### src/rtl/l2sw_arb_pkg.sv
// Shared definitions for the L2 switch ingress arbiter.
//   arb_state_t       : arbiter FSM encoding (S_IDLE / S_GRANT / S_RELEASE)
//   HEADER_DWIDTH_DEF : default header FIFO word width
//   CTRL_FLAG_BIT     : header bit marking a control frame
//   FCS_OK_BIT        : header bit carrying the FCS-good status
//   GRANT_IW          : width of the granted-port index
package l2sw_arb_pkg;

  localparam int HEADER_DWIDTH_DEF = 128;
  localparam int CTRL_FLAG_BIT     = 114;
  localparam int FCS_OK_BIT        = 115;
  localparam int GRANT_IW          = 3;

  typedef enum logic [1:0] {
    S_IDLE    = 2'd0,
    S_GRANT   = 2'd1,
    S_RELEASE = 2'd2
  } arb_state_t;

endpackage

### src/rtl/rx_port_arbiter_if.sv
// Bus bundle between the per-port ingress FIFOs, the arbiter and the shared
// consumer.
//   in_h_dout/in_h_empty/in_h_rden          : per-port header FIFO read side
//   in_b_dout/in_b_empty/in_b_del/in_b_rden : per-port body FIFO read side
//   out_h_*/out_b_*                         : muxed view seen by the consumer
// Modports: master = arbiter, slave = FIFOs plus consumer (environment).
interface rx_port_arbiter_if
  import l2sw_arb_pkg::*;
#(
  parameter int NUM_PORTS     = 4,
  parameter int HEADER_DWIDTH = HEADER_DWIDTH_DEF
);

  logic [NUM_PORTS-1:0][HEADER_DWIDTH-1:0] in_h_dout;
  logic [NUM_PORTS-1:0]                    in_h_empty;
  logic [NUM_PORTS-1:0]                    in_h_rden;
  logic [NUM_PORTS-1:0][7:0]               in_b_dout;
  logic [NUM_PORTS-1:0]                    in_b_empty;
  logic [NUM_PORTS-1:0]                    in_b_del;
  logic [NUM_PORTS-1:0]                    in_b_rden;

  logic [HEADER_DWIDTH-1:0]                out_h_dout;
  logic                                    out_h_empty;
  logic                                    out_h_rden;
  logic [7:0]                              out_b_dout;
  logic                                    out_b_empty;
  logic                                    out_b_del;
  logic                                    out_b_rden;

  modport master (
    input  in_h_dout, in_h_empty, in_b_dout, in_b_empty, in_b_del,
    output in_h_rden, in_b_rden,
    output out_h_dout, out_h_empty, out_b_dout, out_b_empty, out_b_del,
    input  out_h_rden, out_b_rden
  );

  modport slave (
    output in_h_dout, in_h_empty, in_b_dout, in_b_empty, in_b_del,
    input  in_h_rden, in_b_rden,
    input  out_h_dout, out_h_empty, out_b_dout, out_b_empty, out_b_del,
    output out_h_rden, out_b_rden
  );

endinterface

### src/rtl/rx_port_arbiter_rr_pick.sv
// rr_pick: combinational round-robin picker.
//   req   : request vector, one bit per port
//   last  : index of the most recently served port
//   found : at least one request is set
//   idx   : first requesting port searching from last+1 (mod N), wrapping
module rr_pick #(
  parameter int N  = 4,
  parameter int IW = 3
) (
  input  logic [N-1:0]  req,
  input  logic [IW-1:0] last,
  output logic          found,
  output logic [IW-1:0] idx
);

  // k runs 1..N so the port just served is considered last.
  always_comb begin
    found = 1'b0;
    idx   = '0;
    for (int k = 1; k <= N; k++) begin
      if (!found && req[(int'(last) + k) % N]) begin
        found = 1'b1;
        idx   = IW'((int'(last) + k) % N);
      end
    end
  end

endmodule

### src/rtl/rx_port_arbiter.sv
// rx_port_arbiter: frame-granular round-robin arbiter that steers NUM_PORTS
// ingress header/body FIFO pairs onto one shared consumer.
//   clk, arst_n    : clock (rising edge), asynchronous active-low reset
//   bus (master)   : per-port FIFO read side and muxed consumer view
//   grant_valid    : a port is currently locked to the consumer
//   grant_id       : index of the granted port
//   frames_served  : wrapping count of header pops (completed frames)
// Optional feature: define RX_ARB_CTRL_PRIORITY_EN to favour ports whose
// head-of-queue header has the control-frame flag set.
module rx_port_arbiter
  import l2sw_arb_pkg::*;
#(
  parameter int NUM_PORTS     = 4,
  parameter int HEADER_DWIDTH = HEADER_DWIDTH_DEF
) (
  input  logic                clk,
  input  logic                arst_n,
  rx_port_arbiter_if.master   bus,
  output logic                grant_valid,
  output logic [GRANT_IW-1:0] grant_id,
  output logic [15:0]         frames_served
);

  arb_state_t           state, state_nxt;
  logic [GRANT_IW-1:0]  last_grant;
  logic [NUM_PORTS-1:0] req;
  logic                 pick_found;
  logic [GRANT_IW-1:0]  pick_idx;
  logic                 granted;

  assign req     = ~bus.in_h_empty;
  assign granted = (state == S_GRANT);

`ifdef RX_ARB_CTRL_PRIORITY_EN
  logic [NUM_PORTS-1:0] ctrl_req;
  logic                 ctrl_found, any_found;
  logic [GRANT_IW-1:0]  ctrl_idx, any_idx;

  for (genvar i = 0; i < NUM_PORTS; i++) begin : g_ctrl
    assign ctrl_req[i] = req[i] & bus.in_h_dout[i][CTRL_FLAG_BIT];
  end

  rr_pick #(.N(NUM_PORTS), .IW(GRANT_IW)) u_pick_ctrl (
    .req(ctrl_req), .last(last_grant), .found(ctrl_found), .idx(ctrl_idx)
  );
  rr_pick #(.N(NUM_PORTS), .IW(GRANT_IW)) u_pick_any (
    .req(req), .last(last_grant), .found(any_found), .idx(any_idx)
  );

  // Control frames win; plain round-robin only when none is waiting.
  assign pick_found = ctrl_found | any_found;
  assign pick_idx   = ctrl_found ? ctrl_idx : any_idx;
`else
  rr_pick #(.N(NUM_PORTS), .IW(GRANT_IW)) u_pick_any (
    .req(req), .last(last_grant), .found(pick_found), .idx(pick_idx)
  );
`endif

  always_ff @(posedge clk or negedge arst_n) begin
    if (!arst_n) state <= S_IDLE;
    else         state <= state_nxt;
  end

  // The grant ends only on a header pop; body pops never release it.
  always_comb begin
    state_nxt = state;
    case (state)
      S_IDLE:    if (pick_found) state_nxt = S_GRANT;
      S_GRANT:   if (bus.out_h_rden) state_nxt = S_RELEASE;
      S_RELEASE: state_nxt = S_IDLE;
      default:   state_nxt = S_IDLE;
    endcase
  end

  // last_grant resets to the top port so port 0 wins the first arbitration.
  always_ff @(posedge clk or negedge arst_n) begin
    if (!arst_n) begin
      grant_id      <= '0;
      last_grant    <= GRANT_IW'(NUM_PORTS - 1);
      frames_served <= '0;
    end else begin
      if (state == S_IDLE && pick_found)
        grant_id <= pick_idx;
      if (granted && bus.out_h_rden) begin
        last_grant    <= grant_id;
        frames_served <= frames_served + 16'd1;
      end
    end
  end

  assign grant_valid = granted;

  // Outside S_GRANT (including illegal encodings) the consumer sees empty
  // FIFOs and its pops go nowhere.
  always_comb begin
    bus.out_h_dout  = '0;
    bus.out_h_empty = 1'b1;
    bus.out_b_dout  = '0;
    bus.out_b_empty = 1'b1;
    bus.out_b_del   = 1'b0;
    bus.in_h_rden   = '0;
    bus.in_b_rden   = '0;
    for (int i = 0; i < NUM_PORTS; i++) begin
      if (granted && grant_id == GRANT_IW'(i)) begin
        bus.out_h_dout   = bus.in_h_dout[i];
        bus.out_h_empty  = bus.in_h_empty[i];
        bus.out_b_dout   = bus.in_b_dout[i];
        bus.out_b_empty  = bus.in_b_empty[i];
        bus.out_b_del    = bus.in_b_del[i];
        bus.in_h_rden[i] = bus.out_h_rden;
        bus.in_b_rden[i] = bus.out_b_rden;
      end
    end
  end

endmodule

### src/flat_wrapper.sv
// flat-port wrapper written by rule: the top's interface ports become plain ports
module rx_port_arbiter_flat import l2sw_arb_pkg::*;
#(
  parameter int NUM_PORTS     = 4,
  parameter int HEADER_DWIDTH = HEADER_DWIDTH_DEF
)
  (clk, arst_n, grant_valid, grant_id, frames_served, bus_in_h_dout, bus_in_h_empty, bus_in_b_dout, bus_in_b_empty, bus_in_b_del, bus_in_h_rden, bus_in_b_rden, bus_out_h_dout, bus_out_h_empty, bus_out_b_dout, bus_out_b_empty, bus_out_b_del, bus_out_h_rden, bus_out_b_rden);
  rx_port_arbiter_if #(.NUM_PORTS(NUM_PORTS), .HEADER_DWIDTH(HEADER_DWIDTH)) bus_i ();
  input  logic clk;
  input  logic arst_n;
  output logic grant_valid;
  output logic [GRANT_IW-1:0] grant_id;
  output logic [15:0] frames_served;
  input wire logic [$bits(bus_i.in_h_dout)-1:0] bus_in_h_dout;
  input wire logic [$bits(bus_i.in_h_empty)-1:0] bus_in_h_empty;
  input wire logic [$bits(bus_i.in_b_dout)-1:0] bus_in_b_dout;
  input wire logic [$bits(bus_i.in_b_empty)-1:0] bus_in_b_empty;
  input wire logic [$bits(bus_i.in_b_del)-1:0] bus_in_b_del;
  output wire logic [$bits(bus_i.in_h_rden)-1:0] bus_in_h_rden;
  output wire logic [$bits(bus_i.in_b_rden)-1:0] bus_in_b_rden;
  output wire logic [$bits(bus_i.out_h_dout)-1:0] bus_out_h_dout;
  output wire logic [$bits(bus_i.out_h_empty)-1:0] bus_out_h_empty;
  output wire logic [$bits(bus_i.out_b_dout)-1:0] bus_out_b_dout;
  output wire logic [$bits(bus_i.out_b_empty)-1:0] bus_out_b_empty;
  output wire logic [$bits(bus_i.out_b_del)-1:0] bus_out_b_del;
  input wire logic [$bits(bus_i.out_h_rden)-1:0] bus_out_h_rden;
  input wire logic [$bits(bus_i.out_b_rden)-1:0] bus_out_b_rden;
  assign bus_i.in_h_dout = bus_in_h_dout;
  assign bus_i.in_h_empty = bus_in_h_empty;
  assign bus_i.in_b_dout = bus_in_b_dout;
  assign bus_i.in_b_empty = bus_in_b_empty;
  assign bus_i.in_b_del = bus_in_b_del;
  assign bus_in_h_rden = bus_i.in_h_rden;
  assign bus_in_b_rden = bus_i.in_b_rden;
  assign bus_out_h_dout = bus_i.out_h_dout;
  assign bus_out_h_empty = bus_i.out_h_empty;
  assign bus_out_b_dout = bus_i.out_b_dout;
  assign bus_out_b_empty = bus_i.out_b_empty;
  assign bus_out_b_del = bus_i.out_b_del;
  assign bus_i.out_h_rden = bus_out_h_rden;
  assign bus_i.out_b_rden = bus_out_b_rden;
  rx_port_arbiter #(.NUM_PORTS(NUM_PORTS), .HEADER_DWIDTH(HEADER_DWIDTH)) u_core (.clk(clk), .arst_n(arst_n), .bus(bus_i), .grant_valid(grant_valid), .grant_id(grant_id), .frames_served(frames_served));
endmodule
### config.mk
export PLATFORM = sky130hd
export DESIGN_NAME = rx_port_arbiter_flat
export DESIGN_NICKNAME = d
export VERILOG_FILES = /design/src/rtl/l2sw_arb_pkg.sv /design/src/rtl/rx_port_arbiter_if.sv /design/src/rtl/rx_port_arbiter_rr_pick.sv /design/src/rtl/rx_port_arbiter.sv /design/src/flat_wrapper.sv
export SDC_FILE = /design/constraint.sdc
export NUM_CORES = 1
export LEC_CHECK = 0
export BUFFER_PORTS_ARGS = -buffer_cell sky130_fd_sc_hd__buf_2
export CORE_AREA = 2 2 279 281
export CTS_CLUSTER_DIAMETER = 40
export DETAILED_ROUTE_END_ITERATION = 8
export DIE_AREA = 0 0 281 283
export PLACE_DENSITY_LB_ADDON = 0.08
export REMOVE_ABC_BUFFERS = 1
export SETUP_SLACK_MARGIN = 0.1
export SKIP_CTS_REPAIR_TIMING = 1
export SLEW_MARGIN = 10
export SYNTH_ARGS = -nofsm -noshare
export SYNTH_HDL_FRONTEND = slang
export SYNTH_SLANG_ARGS = --single-unit
### constraint.sdc
create_clock -name clk -period 1.7 [get_ports clk]
set_input_delay 0 -clock clk [delete_from_list [all_inputs] [get_ports clk]]
set_output_delay 0 -clock clk [all_outputs]
set_load 0.02 [all_outputs]
---- Word-level counts from Yosys, hierarchy flattened ----
Index checks and enable logic that the tools add are counted.
word-level totals
  bits in registers ....................... 23
  output and inout port bits .............. 167
  word-level logic and storage cells ...... 94
operators by class
  $add $sub $neg .......................... 5
  order comparisons ....................... 4
  equal/unequal tests ..................... 6
  muxes and demuxes ....................... 51
  bitwise logic cells ..................... 5
  reductions and logical operators ........ 19
operators with widths
  cell                                                   number
  two-way mux 128 bit                                    4
  two-way mux 1 bit                                      32
  two-way mux 8 bit                                      4
  adder 16 x 1 -> 16 bit, second input constant          1
  < comparator 3 x 4 -> 1 bit, second input constant     4
  two-way mux 3 bit                                      4
  logical AND 1 bit                                      9
  binary-select mux 1 bit (select 2 bit)                 4
  OR reduction 2 bit                                     4
  == test 3 x 2 -> 1 bit, second input constant          2
  adder 2 x 1 -> 2 bit, second input constant            2
  adder 2 bit, second input constant                     2
  bitwise AND 1 bit, first input constant                4
  two-way mux 2 bit                                      2
  NOT 4 bit                                              1
  one-hot mux 2 bit (2 select lines)                     1
  == test 3 x 1 -> 1 bit, second input constant          1
  logical NOT 1 bit                                      3
  logical NOT 3 bit                                      1
  == test 2 x 1 -> 1 bit, second input constant          1
  logical NOT 2 bit                                      1
  inequality test 2 x 1 -> 1 bit, second input constant  1
  inequality test 2 bit, second input constant           1
  AND reduction 2 bit                                    1

---- Logic depth before layout (Yosys ltp) ----
  word-level depth ........................ 18
  mapped depth ............................ 6
  gate-level depth less buffers ........... 6

---- By module ----
Synthesis repeated with hierarchy kept, for this count alone.
unflattened totals
  cells, all modules ...................... 444
  area total of the unflattened synthesis .. 5,546.6 um^2
by module, submodules not included
  module           instances  cells an instance  area each (um^2)  seq. area each (um^2)
  rx_port_arbiter  1          428                5,444.0           603.1
  rr_pick          1          16                 102.6             0.0

---- Worst setup path before layout ----
No wires, ideal clock.
  kind .................................... reg2out
  start ................................... register u_core.grant_id[0]
  end ..................................... output port bus_out_h_dout[10]
  arrival ................................. 1,604 ps
  data required time ...................... 1,700 ps
  setup slack ............................. 96 ps
  cell stages (with the launch flop) ...... 5
  path through ............................ dfrtp_1 > buf_6 > buf_12 > mux4_2 > and2_1
between the ends
  longest elaborated chain between the ends .. 6
  elaborated cells between the ends (all ways) .. 12
  classes of those cells .................. 3 x eq/ne; 4 x mux; 5 x reduce/logical
ends and longest elaborated chain
  element                           line                    RTL
  start, declared                   rx_port_arbiter.sv:20   output logic [GRANT_IW-1:0] grant_id,
  start signal, assigned            rx_port_arbiter.sv:83   grant_id <= pick_idx;
  logical NOT 3 bit                 rx_port_arbiter.sv:104  if (granted && grant_id == GRANT_IW'(i)) begin
  logical AND 1 bit                 rx_port_arbiter.sv:104
  two-way mux 128 bit (3 in a row)  rx_port_arbiter.sv:104
  two-way mux 128 bit (*)           rx_port_arbiter.sv:104
  end, declared                     flat_wrapper.sv:21      output wire logic [$bits(bus_i.out_h_dout)-1:0] bus_out_h_dout;
Mark *: on every way between the ends. The rest lies on a longest branch, timed or not.

---- Worst setup path in the final report ----
  start ................................... register u_core.grant_id[0]
  end ..................................... output port bus_out_h_dout[51]
Same word-level chain as after synthesis.

==> metrics.md <==
| Metric | Value |
|---|---|
| Hold path start | bus_out_h_rden |
| GPL Wtd Cong | 0.810 |
| CTS HTree Levels | 1 |
| PortBufs | 725 |
| Power density cells | 1640 nW/um2 |
| Compound-gate portion of the synthesized area | 1.32% |
| Fin. max-slew vios | 0 |
| Post-Synth Simple-Gate Area | 21.2% |
| Hold Path Depth | 2 |
| Yosys top cell area share | 56.9% |
| I/O pins | 727 |
| Total GRT Usage | 10.3% |
| Worst slew margin | 59.8% |
| Routed wl met3 | 3670 um |
| Dpl hpwl | 39300 um |
| Setup CP Type | flip-flop to primary output |
| Ranking of synthesized cells by area | mux4_2 57%, and2_1 16%, dfrtp_1 9.1% |
| Die width | 281 um |
| Seq/Total Area, Yosys | 10.1% |
| Hold WC Path Type | input pin to flip-flop |
| Worst Tran Pin Value | 603 ps |
| Worst-path clk slew | 70 ps |
| Flops & latches, synth | 22 |
| Worst-Skew Late Latency | 260 ps |
| DRC Markers | 0 |
| Vias in the first global route | 7683 |
| Final Hold Viols | 0 |
| Vias/cell | 3.25 |
| Synth area leader | mux4_2 |
| YS warnings | 0 |
| DR pass1 iterations | 4 |
| Largest net degree at the start of global routing | 27 |
| Max-cap violations | 0 |
| Inst Count DP | 2211 |
| TritonCTS clock tree | done |
| Die Ht | 283 um |
| Largest family of logic cells by synthesized area | multiplexers |
| XOR/XNOR share of the synthesized area | 2.39% |
| Leak Pwr | 5.76 nW |
| Syn Area/Cell | 12.6 um2 |
| Wire per inst | 20.1 um |
| Predominant post-synthesis flop cell | dfrtp_1 |
| Area Overhead vs Synth | 126% |
| Startpoint types | flip-flop |
| Multiplexer share of the synthesized area | 57.1% |
| CTS Buf Count | 3 |
| M1 WL | 16400 um |
| Drt initial violations | 240 |
| Post-Syn Instances | 437 |
| Finished Core Util | 16.2% |
| First-pass GRT wire length | 58900 um |
| Outcome | finished, violations left |
| Max Clock Skew | 7.00 ps |
| Crit Path Max Fanout | 5 |
| Mapped Area | 5500 um2 |
| Max layer used | met5 |
| Crit end category | primary output |
| Worst Reg2Reg Path Length in Cells | 6 |
| Final Cycle Share | 120% |
| Initial Util | 7.17% |
| Ys async rst share | 100% |
| FMAX | 0.489 GHz |
| RSZ-0062 raised after global routing | yes |
| Non-Filler Instances | 2254 |
| Die ar. | 79500 um2 |
| Share of cells above drive strength 1 | 89.7% |
| Setup Viol. Count Final | 143 |
| Peak VDD IR | 0.491 mV |
| Row cnt | 102 |
| Post-synth EDFFs | 0 |
| Setup ws final | -345 ps |
| Critical path arrival | 2040 ps |
| Clock period minus worst slack | 2040 ps |
| Failing checks | setup timing |
| CTS Sinks | 22 |
| Clock root buffer | clkbuf_16 |
| WL met2 | 24400 um |
| Core ar. | 76700 um2 |
| Initial antenna violation count | 22 |
| Post-Synth Adder-Cell Area | 0.227% |
| Final #Nets | 1771 |
| Reg2reg setup slack | 220 ps |
| Reg2Reg Launch Point | u_core.frames_served[1] |
| Crit path required time | 1700 ps |
| R2r endpoint | u_core.frames_served[14] |
| Maximum buffer depth of the clock tree | 2 |
| Min-Delay Endpoint | u_core.state[0] |
| Via count | 7329 |
| Total wire length | 45400 um |
| Detail Route Antenna Nets | 0 |
| Grt ovf | 0 |
| Cell variety after synth | 38 |
how the worst max path moves through the flow:
stage	cells past startpoint	end	from
after global placement	5	bus_out_h_dout[4]	u_core.grant_id[0]
after detailed placement	5	bus_out_h_dout[4]	u_core.grant_id[0]
final	7	bus_out_h_dout[51]	u_core.grant_id[0]
after floorplan	2	bus_out_h_empty	u_core.grant_id[0]
after global routing	7	bus_out_h_dout[117]	u_core.grant_id[0]
after CTS	5	bus_out_h_dout[4]	u_core.grant_id[0]
Yosys cell counts (all sizes together) (2+ instances only):
master	instances
mux4	139
nor2	9
nand4	3
dfrtp	20
a21oi	3
xor2	5
xnor2	10
dfstp	2
nand3	3
nand2	18
o21ai	7
a211oi	2
buf	33
nor3b	2
and2	137
inv	5
and3	2
clkbuf	15
nand2b	6
nor4	3
nor3	5
power breakdown:
group          switching [W]  internal [W]
combinational        0.00853        0.0103
clock               0.000221      0.000469
sequential          0.000163      0.000685
total                0.00891        0.0115
cell type report:
type / instances / area (um2)
Fill cell: 8656 / 64300
Timing Repair Buffer: 816 / 5560
Multi-Input combinational cell: 362 / 4860
Tap cell: 1040 / 1300
Sequential cell: 22 / 562
Clock buffer: 3 / 75.1
Clock inverter: 1 / 30.0
Inverter: 5 / 23.8
Antenna cell: 5 / 12.5
kinds of logic (layout without fill, tap and decap cells):
| logic type | count (synthesis) | count (layout) |
|---|---|---|
| AOI/OAI and AO/OA | 13 | 13 |
| xor gates and xnor gates | 15 | 15 |
| adders and majority gates | 1 | 1 |
| buffers and inverters | 53 | 825 |
| DFF | 22 | 22 |
| muxes | 140 | 140 |
| other | 1 | 6 |
| and+or+nand+nor | 192 | 192 |
critical path: stages, from the launching register on:
cell and delay, ps:
dfrtp_4 510, buf_12 150, buf_12 140, buf_12 130, buf_12 130, mux4_2 420, and2_4 150, buf_6 130
registers in the layout (all words and copies together), names as in the netlist:
signal                count
u_core.grant_id           2
u_core.frames_served     16
u_core.last_grant         2
u_core.state              2
metrics by stage:
stage          power, W  setup slack (ps)  cell area, um2  setup TNS, ps  hold WS (ps)
2_1_floorplan   0.00663             -4790            5100        -713540          -296
3_3_place_gp     0.0158              -108           10700          -2330          53.9
3_5_place_dp     0.0156              -133           10700          -2890          48.2
4_1_cts          0.0164              -434           10800         -41990          -236
5_1_grt          0.0217              -413           12400         -44850          31.9
6_report         0.0204              -345           12400         -34740          9.16
per-layer routing:
metal	GRT usage [%]	vias up
li1	-	3281
met3	3.02	57
met2	20.1	364
met1	10.8	3607
met4	1.66	20
met5	0	-
cells in the final DEF, fill, tap and decap left out, drive strengths merged, types with 4 or more instances in the layout:
master	synthesis	layout
xor2	5	5
diode	0	5
inv	5	4
nand2	18	18
xnor2	10	10
o21ai	7	7
buf	33	808
dfrtp	20	20
nand2b	6	6
mux4	139	139
clkbuf	15	10
nor3	5	5
nor2	9	9
and2	137	137
Note: power is estimated with default switching activity, not from simulation.
